==> src/rtl/sti_dac_pkg.sv <==
// Shared types and frame-building helper for the STI/DAC serial transmitter.
package sti_dac_pkg;

  typedef enum logic [1:0] {IDLE, SHIFT, PAR, DONE} state_t;

  localparam int DEF_MAX_BYTES = 4;
  localparam int LEN_W         = $clog2(DEF_MAX_BYTES);
  localparam int FRAME_MAX     = 256;

  // Places data_w bits of data into an F-bit frame, F = (len+1)*8; bits above F are zero.
  function automatic logic [FRAME_MAX-1:0] build_frame(
    input logic [FRAME_MAX-1:0] data,
    input int unsigned          data_w,
    input int unsigned          len,
    input logic                 fill,
    input logic                 low
  );
    int unsigned          f;
    logic [FRAME_MAX-1:0] mask;
    logic [FRAME_MAX-1:0] d;
    logic [FRAME_MAX-1:0] r;
    f    = (len + 1) * 8;
    mask = {FRAME_MAX{1'b1}} >> (FRAME_MAX - f);
    d    = data & ({FRAME_MAX{1'b1}} >> (FRAME_MAX - data_w));
    if (f == data_w)
      r = d;
    else if (f < data_w)
      r = low ? (d >> (data_w - f)) : (d & mask);
    else
      r = fill ? (d << (f - data_w)) : d;
    return r & mask;
  endfunction

endpackage

==> src/rtl/sti_byte_packer.sv <==
// Collects the serial stream into bytes and writes them round-robin across the banks.
module sti_byte_packer
  import sti_dac_pkg::*;
#(
  parameter int NUM_BANKS = 8,
  parameter int ADDR_W    = 5
) (
  input  logic                 clk,
  input  logic                 reset,
  input  logic                 bit_in,
  input  logic                 bit_vld,
  output logic [7:0]           byte_out,
  output logic [ADDR_W-1:0]    addr,
  output logic [NUM_BANKS-1:0] wr
);

  localparam int BW = $clog2(NUM_BANKS);
  localparam int NW = BW + ADDR_W;

  logic [6:0]    sh;
  logic [2:0]    bcnt;
  logic [NW-1:0] n;

  // Byte counter n wraps naturally: low bits pick the bank, high bits the address.
  always_ff @(posedge clk) begin
    if (reset) begin
      bcnt     <= '0;
      n        <= '0;
      wr       <= '0;
      addr     <= '0;
      byte_out <= '0;
    end else begin
      wr <= '0;
      if (bit_vld) begin
        bcnt <= bcnt + 3'd1;
        if (bcnt == 3'd7) begin
          byte_out <= {sh, bit_in};
          addr     <= n[BW +: ADDR_W];
          wr       <= NUM_BANKS'(1) << n[BW-1:0];
          n        <= n + NW'(1);
        end
      end
    end
  end

  always_ff @(posedge clk) begin
    if (bit_vld) sh <= {sh[5:0], bit_in};
  end

endmodule

==> src/rtl/sti_dac_p.sv <==
// Parametrised serial transmitter feeding a banked byte writer.
// Optional STI_DAC_PARITY_EN appends an even-parity bit after each frame.
module sti_dac_p
  import sti_dac_pkg::*;
#(
  parameter int DATA_W    = 16,
  parameter int MAX_BYTES = 4,
  parameter int NUM_BANKS = 8,
  parameter int ADDR_W    = 5
) (
  input  logic                         clk,
  input  logic                         reset,
  input  logic                         load,
  input  logic [DATA_W-1:0]            pi_data,
  input  logic [$clog2(MAX_BYTES)-1:0] pi_length,
  input  logic                         pi_fill,
  input  logic                         pi_msb,
  input  logic                         pi_low,
  input  logic                         pi_end,
  output logic                         busy,
  output logic                         so_data,
  output logic                         so_valid,
  output logic [7:0]                   oem_dataout,
  output logic [ADDR_W-1:0]            oem_addr,
  output logic [NUM_BANKS-1:0]         oem_wr,
  output logic                         oem_finish
);

  localparam int FW = MAX_BYTES * 8;
  localparam int IW = $clog2(FW);

  state_t        state;
  logic [FW-1:0] frame;
  logic [FW-1:0] frame_new;
  logic [IW-1:0] cnt;
  logic [IW-1:0] lst;
  logic [IW-1:0] idx;
  logic          last_q;
  logic          msb_q;
  logic          end_q;
  logic          pack_vld;

  assign frame_new = FW'(build_frame(FRAME_MAX'(pi_data), DATA_W, 32'(pi_length), pi_fill, pi_low));
  assign idx       = msb_q ? (lst - cnt) : cnt;
  assign pack_vld  = so_valid && (state != PAR);

  // Bit 0 of the transmit order leaves on the load edge; cnt walks the remaining F-1 bits.
  always_ff @(posedge clk) begin
    if (reset) begin
      state      <= IDLE;
      busy       <= 1'b0;
      so_valid   <= 1'b0;
      so_data    <= 1'b0;
      oem_finish <= 1'b0;
      cnt        <= '0;
      lst        <= '0;
      last_q     <= 1'b0;
      msb_q      <= 1'b0;
      end_q      <= 1'b0;
    end else begin
      case (state)
        IDLE: begin
          if (load) begin
            state    <= SHIFT;
            busy     <= 1'b1;
            lst      <= {pi_length, 3'b111};
            msb_q    <= pi_msb;
            end_q    <= pi_end;
            cnt      <= IW'(1);
            last_q   <= 1'b0;
            so_valid <= 1'b1;
            so_data  <= pi_msb ? frame_new[{pi_length, 3'b111}] : frame_new[0];
          end else begin
            so_valid <= 1'b0;
            so_data  <= 1'b0;
          end
        end
        SHIFT: begin
          if (last_q) begin
`ifdef STI_DAC_PARITY_EN
            so_valid <= 1'b1;
            so_data  <= ^frame;
            state    <= PAR;
`else
            so_valid <= 1'b0;
            so_data  <= 1'b0;
            state    <= end_q ? DONE : IDLE;
            busy     <= end_q;
`endif
          end else begin
            so_valid <= 1'b1;
            so_data  <= frame[idx];
            cnt      <= cnt + IW'(1);
            last_q   <= (cnt == lst);
          end
        end
        PAR: begin
          so_valid   <= 1'b0;
          so_data    <= 1'b0;
          state      <= end_q ? DONE : IDLE;
          busy       <= end_q;
          oem_finish <= end_q;
        end
        DONE: begin
          so_valid   <= 1'b0;
          so_data    <= 1'b0;
          oem_finish <= 1'b1;
        end
        default: state <= IDLE;
      endcase
    end
  end

  always_ff @(posedge clk) begin
    if (state == IDLE && load) frame <= frame_new;
  end

  sti_byte_packer #(
    .NUM_BANKS(NUM_BANKS),
    .ADDR_W   (ADDR_W)
  ) u_packer (
    .clk     (clk),
    .reset   (reset),
    .bit_in  (so_data),
    .bit_vld (pack_vld),
    .byte_out(oem_dataout),
    .addr    (oem_addr),
    .wr      (oem_wr)
  );

endmodule

==> config.mk <==
export PLATFORM = sky130hd
export DESIGN_NAME = sti_dac_p
export DESIGN_NICKNAME = d
export VERILOG_FILES = /design/src/rtl/sti_dac_pkg.sv /design/src/rtl/sti_byte_packer.sv /design/src/rtl/sti_dac_p.sv
export SDC_FILE = /design/constraint.sdc
export NUM_CORES = 1
export LEC_CHECK = 0
export CAP_MARGIN = 25
export CORE_UTILIZATION = 40
export DETAILED_ROUTE_END_ITERATION = 8
export GPL_TIMING_DRIVEN = 0
export SLEW_MARGIN = 10
export SYNTH_ARGS = -nofsm -noshare
export SYNTH_HDL_FRONTEND = slang
export SYNTH_HIERARCHICAL = 1
export SYNTH_SLANG_ARGS = --single-unit
==> constraint.sdc <==
create_clock -name clk -period 2.5 [get_ports clk]
set_clock_uncertainty 0.15 [all_clocks]
set_input_delay 0.375 -clock clk [delete_from_list [all_inputs] [get_ports clk]]
set_output_delay 0.375 -clock clk [all_outputs]
set_load 0.1 [all_outputs]
==> results of run 1 <==
## power by group through the flow
stage | clock [µW] | combinational (µW) | sequential (µW)
floorplan | 0 | 467 | 1730
global placement | 0 | 701 | 1690
detailed placement | 0 | 727 | 1690
CTS | 1300 | 765 | 1660
global route | 1360 | 896 | 1680
finish | 1260 | 825 | 1670
## kinds of logic after synthesis
group / share of synthesized area (%)
buf+inv: 3.78
compound gates: 15.7
simple gates: 17.7
mux: 8.43
xor+xnor: 1.71
flops: 46.3
fa+ha+maj: 6.41
## sequential cells by signal (all words and copies together), names as in the netlist
name / count
state: 2
u_packer/byte_out: 8
cnt: 5
lst: 3
last_q: 1
u_packer/wr: 8
frame: 32
oem_finish: 1
u_packer/bcnt: 3
end_q: 1
u_packer/sh: 7
msb_q: 1
u_packer/n: 8
so_data: 1
u_packer/addr: 5
so_valid: 1
## metrics by stage
| stage | utilization [%] | instances | hold WS, ps | cell area [µm²] |
|---|---|---|---|---|
| floorplan | - | 460 | 276 | 4620 |
| global route | 53.5 | 676 | 316 | 5900 |
| CTS | 51.9 | 669 | 298 | 5720 |
| global placement | 48.0 | 649 | 282 | 5290 |
| detailed placement | 48.1 | 650 | 284 | 5310 |
| finish | 53.5 | 676 | 302 | 5900 |
## cell usage in the layout (no fill, tap or decap), drive strengths merged, types with 4 or more instances in the layout
| cell type | synthesis | final |
|---|---|---|
| nand2b | 7 | 7 |
| xnor2 | 7 | 7 |
| ha | 22 | 22 |
| o21ai | 16 | 16 |
| a32oi | 10 | 10 |
| nand2 | 57 | 57 |
| and2 | 9 | 9 |
| dfxtp | 48 | 48 |
| inv | 20 | 22 |
| a22o | 6 | 6 |
| nand3 | 8 | 8 |
| mux2i | 17 | 17 |
| a22oi | 8 | 8 |
| mux4 | 8 | 8 |
| clkdlybuf4s50 | 0 | 47 |
| a21oi | 36 | 36 |
| or3 | 4 | 4 |
| nand3b | 5 | 5 |
| edfxtp | 39 | 39 |
| nor2b | 11 | 11 |
| nand4 | 5 | 5 |
| buf | 11 | 19 |
| nor2 | 49 | 49 |
| nor3 | 8 | 8 |
| clkbuf | 10 | 26 |
## cells in the mapped netlist (all sizes together) (3+ instances only)
cell / number / area [µm²]
a211oi: 3 / 27.5
a21oi: 36 / 203
a22o: 6 / 52.6
a22oi: 8 / 60.1
a32oi: 10 / 87.6
and2: 9 / 56.3
buf: 11 / 60.1
clkbuf: 10 / 38.8
dfxtp: 48 / 961
edfxtp: 39 / 1170
ha: 22 / 275
inv: 20 / 75.1
mux2i: 17 / 170
mux4: 8 / 206
nand2: 57 / 214
nand2b: 7 / 43.8
nand3: 8 / 45.0
nand3b: 5 / 37.5
nand4: 5 / 37.5
nor2: 49 / 189
nor2b: 11 / 68.8
nor3: 8 / 40.0
o21ai: 16 / 80.1
o21bai: 3 / 22.5
or3: 4 / 26.3
xnor2: 7 / 61.3
## worst max-delay path by stage
stage | start | end | slack, ps | depth (start not counted)
floorplan | pi_length[0] | frame[5] | 2 | 12
global placement | pi_length[0] | so_data | -1490 | 14
detailed placement | pi_length[0] | so_data | -1460 | 13
CTS | lst[2] | so_data | -190 | 9
global route | lst[2] | so_data | -120 | 10
finish | lst[2] | so_data | -20 | 10
## layer usage
metal	track usage (%)	up-vias	wire [µm]
li1	-	1811	-
met1	26.2	1753	5180
met2	30.8	70	5150
met3	3.95	16	402
met4	6.76	0	149
met5	0	-	0
## critical path, stage by stage, from the launching register on
cell	delay, ps
dfxtp_2	360
inv_4	40
ha_4	150
fa_2	370
nor2b_2	160
o21ai_0	130
nor4b_2	190
a211oi_2	300
buf_4	180
a311oi_1	80
a31o_1	280
## layout make-up
type / count / area, µm²
tap: 140 / 175
sequential: 87 / 2140
buffer: 20 / 129
fill: 1028 / 5130
multi-input combinational: 332 / 2500
inverter: 20 / 77.6
clock buffer: 12 / 256
timing repair buffer: 61 / 591
clock inverter: 4 / 27.5
## timing repair
action	CTS	global route
endpoints found under the setup margin	56	19
buffers inserted	4	7
gates resized for setup	30	32
hold buffers	0	0
pin swaps	7	10
==> metrics.md, run 1 <==
| Metric | Value |
|---|---|
| Vias in the first global route | 3574 |
| Post-synth EDFFs | 39 |
| H-tree Lvls | 3 |
| First-pass DRT Iterations | 4 |
| ANT nets after route | 0 |
| Most used flip-flop cell after synthesis | dfxtp_1 |
| Slew Viols, Final | 0 |
| Syn_nets | 508 |
| Post-synthesis sequential area ratio | 46.3% |
| Sum Neg Setup Slack | -17.2 ps |
| Flop pwr share | 44.4% |
| Finish-stage setup viols | 1 |
| Fin crit share | 101% |
| Leak pwr | 0.00212 µW |
| NumNets Final | 579 |
| Synth Instances | 460 |
| Final setup margin | -17.2 ps |
| Tot Pwr | 3750 µW |
| Via density | 5.40 |
| Die X | 109 µm |
| Largest net degree at the start of global routing | 22 |
| Fmax | 397 MHz |
| Post-Route WL | 10900 µm |
| Core area | 11000 µm² |
| Worst hold path type | reg -> reg |
| Root buf cell | clkbuf_16 |
| Worst-path fanout max | 3 |
| Place WS | -1460 ps |
| Number of cells on the worst hold path | 0 |
| Post-Synthesis Cell Area | 4600 µm² |
| CTS tree | yes |
| Startpoint Class | flip-flop |
| RePlAce Congestion | 0.911 |
| First-pass GRT wire length | 17600 µm |
| Violated checks | negative setup slack |
| Clk_lat worst skew | 340 ps |
| FFs w/ async S/R, synth | 0% |
| Min Tclk post-route | 2520 ps |
| Warnings, synthesis | 6 |
| Origin of the worst min-delay path | u_packer/sh[4] |
| Worst slew pin tran | 973 ps |
| Synth cell types | 65 |
| Grt ovf | 0 |
| DP Wirelength | 7900 µm |
| Die area | 11900 µm² |
| Clk buf depth | 2 |
| Switching share of power | 28.1% |
| Clock sinks | 87 |
| Max-cap viol count | 0 |
| Logic gate share of total power | 22.0% |
| Num ports | 50 |
| Cell Int Power | 2700 µW |
| Cell Pwr Density | 636 nW/µm² |
| Hold Violations, Final | 0 |
| Die height | 109 µm |
| Net Sw Power | 1050 µW |
| Area added between synthesis and finish | 28.1% |
| DR iter-0 viols | 223 |
| Slew margin rel. | 34.9% |
| Status | finished, violations left |
| Inserted Clock Buffers | 9 |
| Rows | 38 |
| RSZ-0062 raised after global routing | true |
| Crit Reg-Reg Endpoint | so_data |
| CP Class | reg -> reg |
| Share of layout cells above drive strength 1 | 16.2% |
| DRC viols | 0 |
| FF+latch count, synth | 87 |
| Antenna violations before repair | 0 |
| Crit path required time | 2570 ps |
| Vias | 3650 |
| WL/cell | 16.1 µm |
| All-Layer GR Usage | 19.4% |
| Antenna cells | 0 |
| Critical Path AT | 2590 ps |
| R2r setup slk | -20 ps |
| IO Port Bufs | 49 |
| FF-to-FF Start | lst[2] |
| R2R cell count | 10 |
| Clk pwr share | 33.6% |
| Starting density of the core | 41.7% |
| Reg clk slew, reported paths | 60 ps |
| Worst vdd ir | 484 µV |
| Min-Delay Endpoint | u_packer/sh[5] |
| Crit. End Element | flip-flop |
| Mean post-synth cell area | 10.0 µm² |
Note: power is estimated with default switching activity, not from simulation.
==> run 2, diff against run 1 <==
Settings changed: ABC_AREA set to 1.
==> run 2 against run 1 <==
The flow now finishes without violations. Critical path depth increased by 3. Clock power is 7% lower. Count of clock-buffer cells in the layout is the same. Non-clock buffer count decreased by 13. Utilization decreased by 2.2 points. Critical path type unchanged.
==> metrics.md, run 2 <==
| Metric | Value |
|---|---|
| Status | complete, no violations |
| Vias | 3919 |
| Post-synthesis sequential area ratio | 45.9% |
| CP Class | reg -> reg |
| Sum Neg Setup Slack | 0 ps |
| Rows | 38 |
| Crit-path leading delay family | adder cells |
| H-tree Lvls | 3 |
| Largest Register | frame |
| Commonest non-fill, non-tap cell in the layout | nand2_1 |
| Clk buf depth | 2 |
| DP Wirelength | 7740 µm |
| Critical Path AT | 2400 ps |
| First-pass GRT wire length | 17200 µm |
| Post-synth EDFFs | 39 |
| Syn_nets | 623 |
| Finish-stage setup viols | 0 |
| Slew Viols, Final | 0 |
| Post-synth top area cell | edfxtp_1 |
| Hold Violations, Final | 0 |
| Inserted Clock Buffers | 9 |
| RePlAce Congestion | 0.879 |
| Crit path required time | 2540 ps |
| Worst slew pin tran | 967 ps |
| Worst hold path type | reg -> reg |
| Clk_lat worst skew | 330 ps |
| Leak pwr | 0.00239 µW |
| CP Cell Sequence | inv_1 -> ha_2 -> fa_1 -> o21ai_4 -> buf_12 -> buf_4 -> nand3_1 -> nand2_1 -> nand2_1 -> nand3_1 -> nand3b_1 -> nand3_2 -> a21oi_2 |
| Max-cap viol count | 0 |
| Synth cell types | 45 |
| Most frequent cells in the layout | nand2_1, nor2_1, inv_1 |
| Post-Route WL | 10200 µm |
| DR iter-0 viols | 277 |
| Synth top cells by count | nand2_1, nor2_1, inv_1 |
| Max incr delay on CP | 460 ps |
| Worst vdd ir | 356 µV |
| NumNets Final | 689 |
| Startpoint Class | flip-flop |
| FFs w/ async S/R, synth | 0% |
| Crit. End Element | flip-flop |
| Fin crit share | 94.3% |
| All-Layer GR Usage | 18.4% |
| Place WS | -521 ps |
| Fillers | 1078 |
| Most used flip-flop cell after synthesis | dfxtp_1 |
| Cell Pwr Density | 840 nW/µm² |
| Slowest cell on crit path | fa_1 |
| Mean post-synth cell area | 8.08 µm² |
| Clock sinks | 87 |
| Area share of the leading cell type in the synthesized netlist | 25.2% |
| Area added between synthesis and finish | 22.2% |
| Final setup margin | 141 ps |
| Vias in the first global route | 3734 |
| Fmax | 424 MHz |
| Reg clk slew, reported paths | 60 ps |
| Synth Instances | 575 |
| IO Port Bufs | 49 |
| Synth top area cells | edfxtp_1, dfxtp_1, nand2_1 |
| Die height | 110 µm |
| Grt ovf | 0 |
| Num ports | 50 |
| CTS tree | yes |
| Core area | 11100 µm² |
| Placed Instances | 764 |
| Slew margin rel. | 35.3% |
| Buf/Inv on CP | 3 |
| Post-layout utilization of the core | 51.2% |
| Share of layout cells above drive strength 1 | 10.1% |
| Root buf cell | clkbuf_16 |
| Starting density of the core | 41.9% |
| Antenna cells | 0 |
| Final cell count without fillers | 786 |
| ANT nets after route | 0 |
| Max FFs per register | 32 |
| Warnings, synthesis | 6 |
| Post-Synthesis Cell Area | 4640 µm² |
| WL/cell | 12.9 µm |
| Min Tclk post-route | 2360 ps |
| Die area | 12000 µm² |
| Largest net degree at the start of global routing | 38 |
| Antenna violations before repair | 0 |
| Most repeated cell in the gate-level netlist after synthesis | nand2_1 |
| FF+latch count, synth | 87 |
| DRC viols | 0 |
| Worst-path fanout max | 6 |
| First-pass DRT Iterations | 4 |
| Die X | 110 µm |
| Via density | 4.99 |
==> run 2: cells by family after synthesis <==
family / synth area share, %
and+or+nand+nor: 23.9
AOI/OAI and AO/OA: 14.6
buffers and inverters: 8.43
DFF: 45.9
adders and majority gates: 6.36
xor gates and xnor gates: 0.754
==> run 2: area by class of cell <==
type / instances / area, µm² / share of cell area (%)
multi-input combinational: 396 / 2150 / 37.8
sequential: 87 / 2140 / 37.7
timing repair buffer: 55 / 561 / 9.87
inverter: 79 / 304 / 5.36
clock buffer: 12 / 236 / 4.17
tap: 140 / 175 / 3.09
buffer: 13 / 92.6 / 1.63
clock inverter: 4 / 21.3 / 0.375
==> run 2: per-layer routing <==
metal | share of wire [%] | up-vias | wire length, µm | global-route usage, %
li1 | - | 2031 | - | -
met1 | 46 | 1783 | 4660 | 22.6
met2 | 49 | 94 | 4960 | 32.2
met3 | 3.6 | 11 | 370 | 2.61
met4 | 1.8 | 0 | 185 | 7.90
met5 | 0 | - | 0 | 0
==> run 2: stage by stage <==
stage	hold slack (ps)	total power (µW)	instance area, µm²
after floorplan	271	3130	4650
after global placement	282	3510	5310
after detailed placement	283	3540	5310
after CTS	296	4740	5610
after global routing	303	5100	5680
final	295	4770	5680
==> run 2: report_power, final <==
group / internal (µW) / switching, µW / leakage [µW]
Sequential: 1800 / 118 / 0.000767
Combinational: 593 / 1090 / 0.00149
Clock: 669 / 500 / 0.000131
Total: 3060 / 1710 / 0.00239
==> run 2: repair_timing <==
item	4_1_cts	5_1_grt
hold buffers	0	0
setup buffers	4	2
endpoints found under the setup margin	4	12
gates cloned	0	0
resized for setup	3	12
pin swaps	2	3
==> run 2: final timing paths <==
check                       from              to  slack (ps)  depth (start not counted)
setup reg to reg          lst[2]         so_data         140                         13
hold / removal    u_packer/sh[0]  u_packer/sh[1]         290                          0
setup / recovery          lst[2]         so_data         140                         13
hold reg to reg   u_packer/sh[0]  u_packer/sh[1]         290                          0
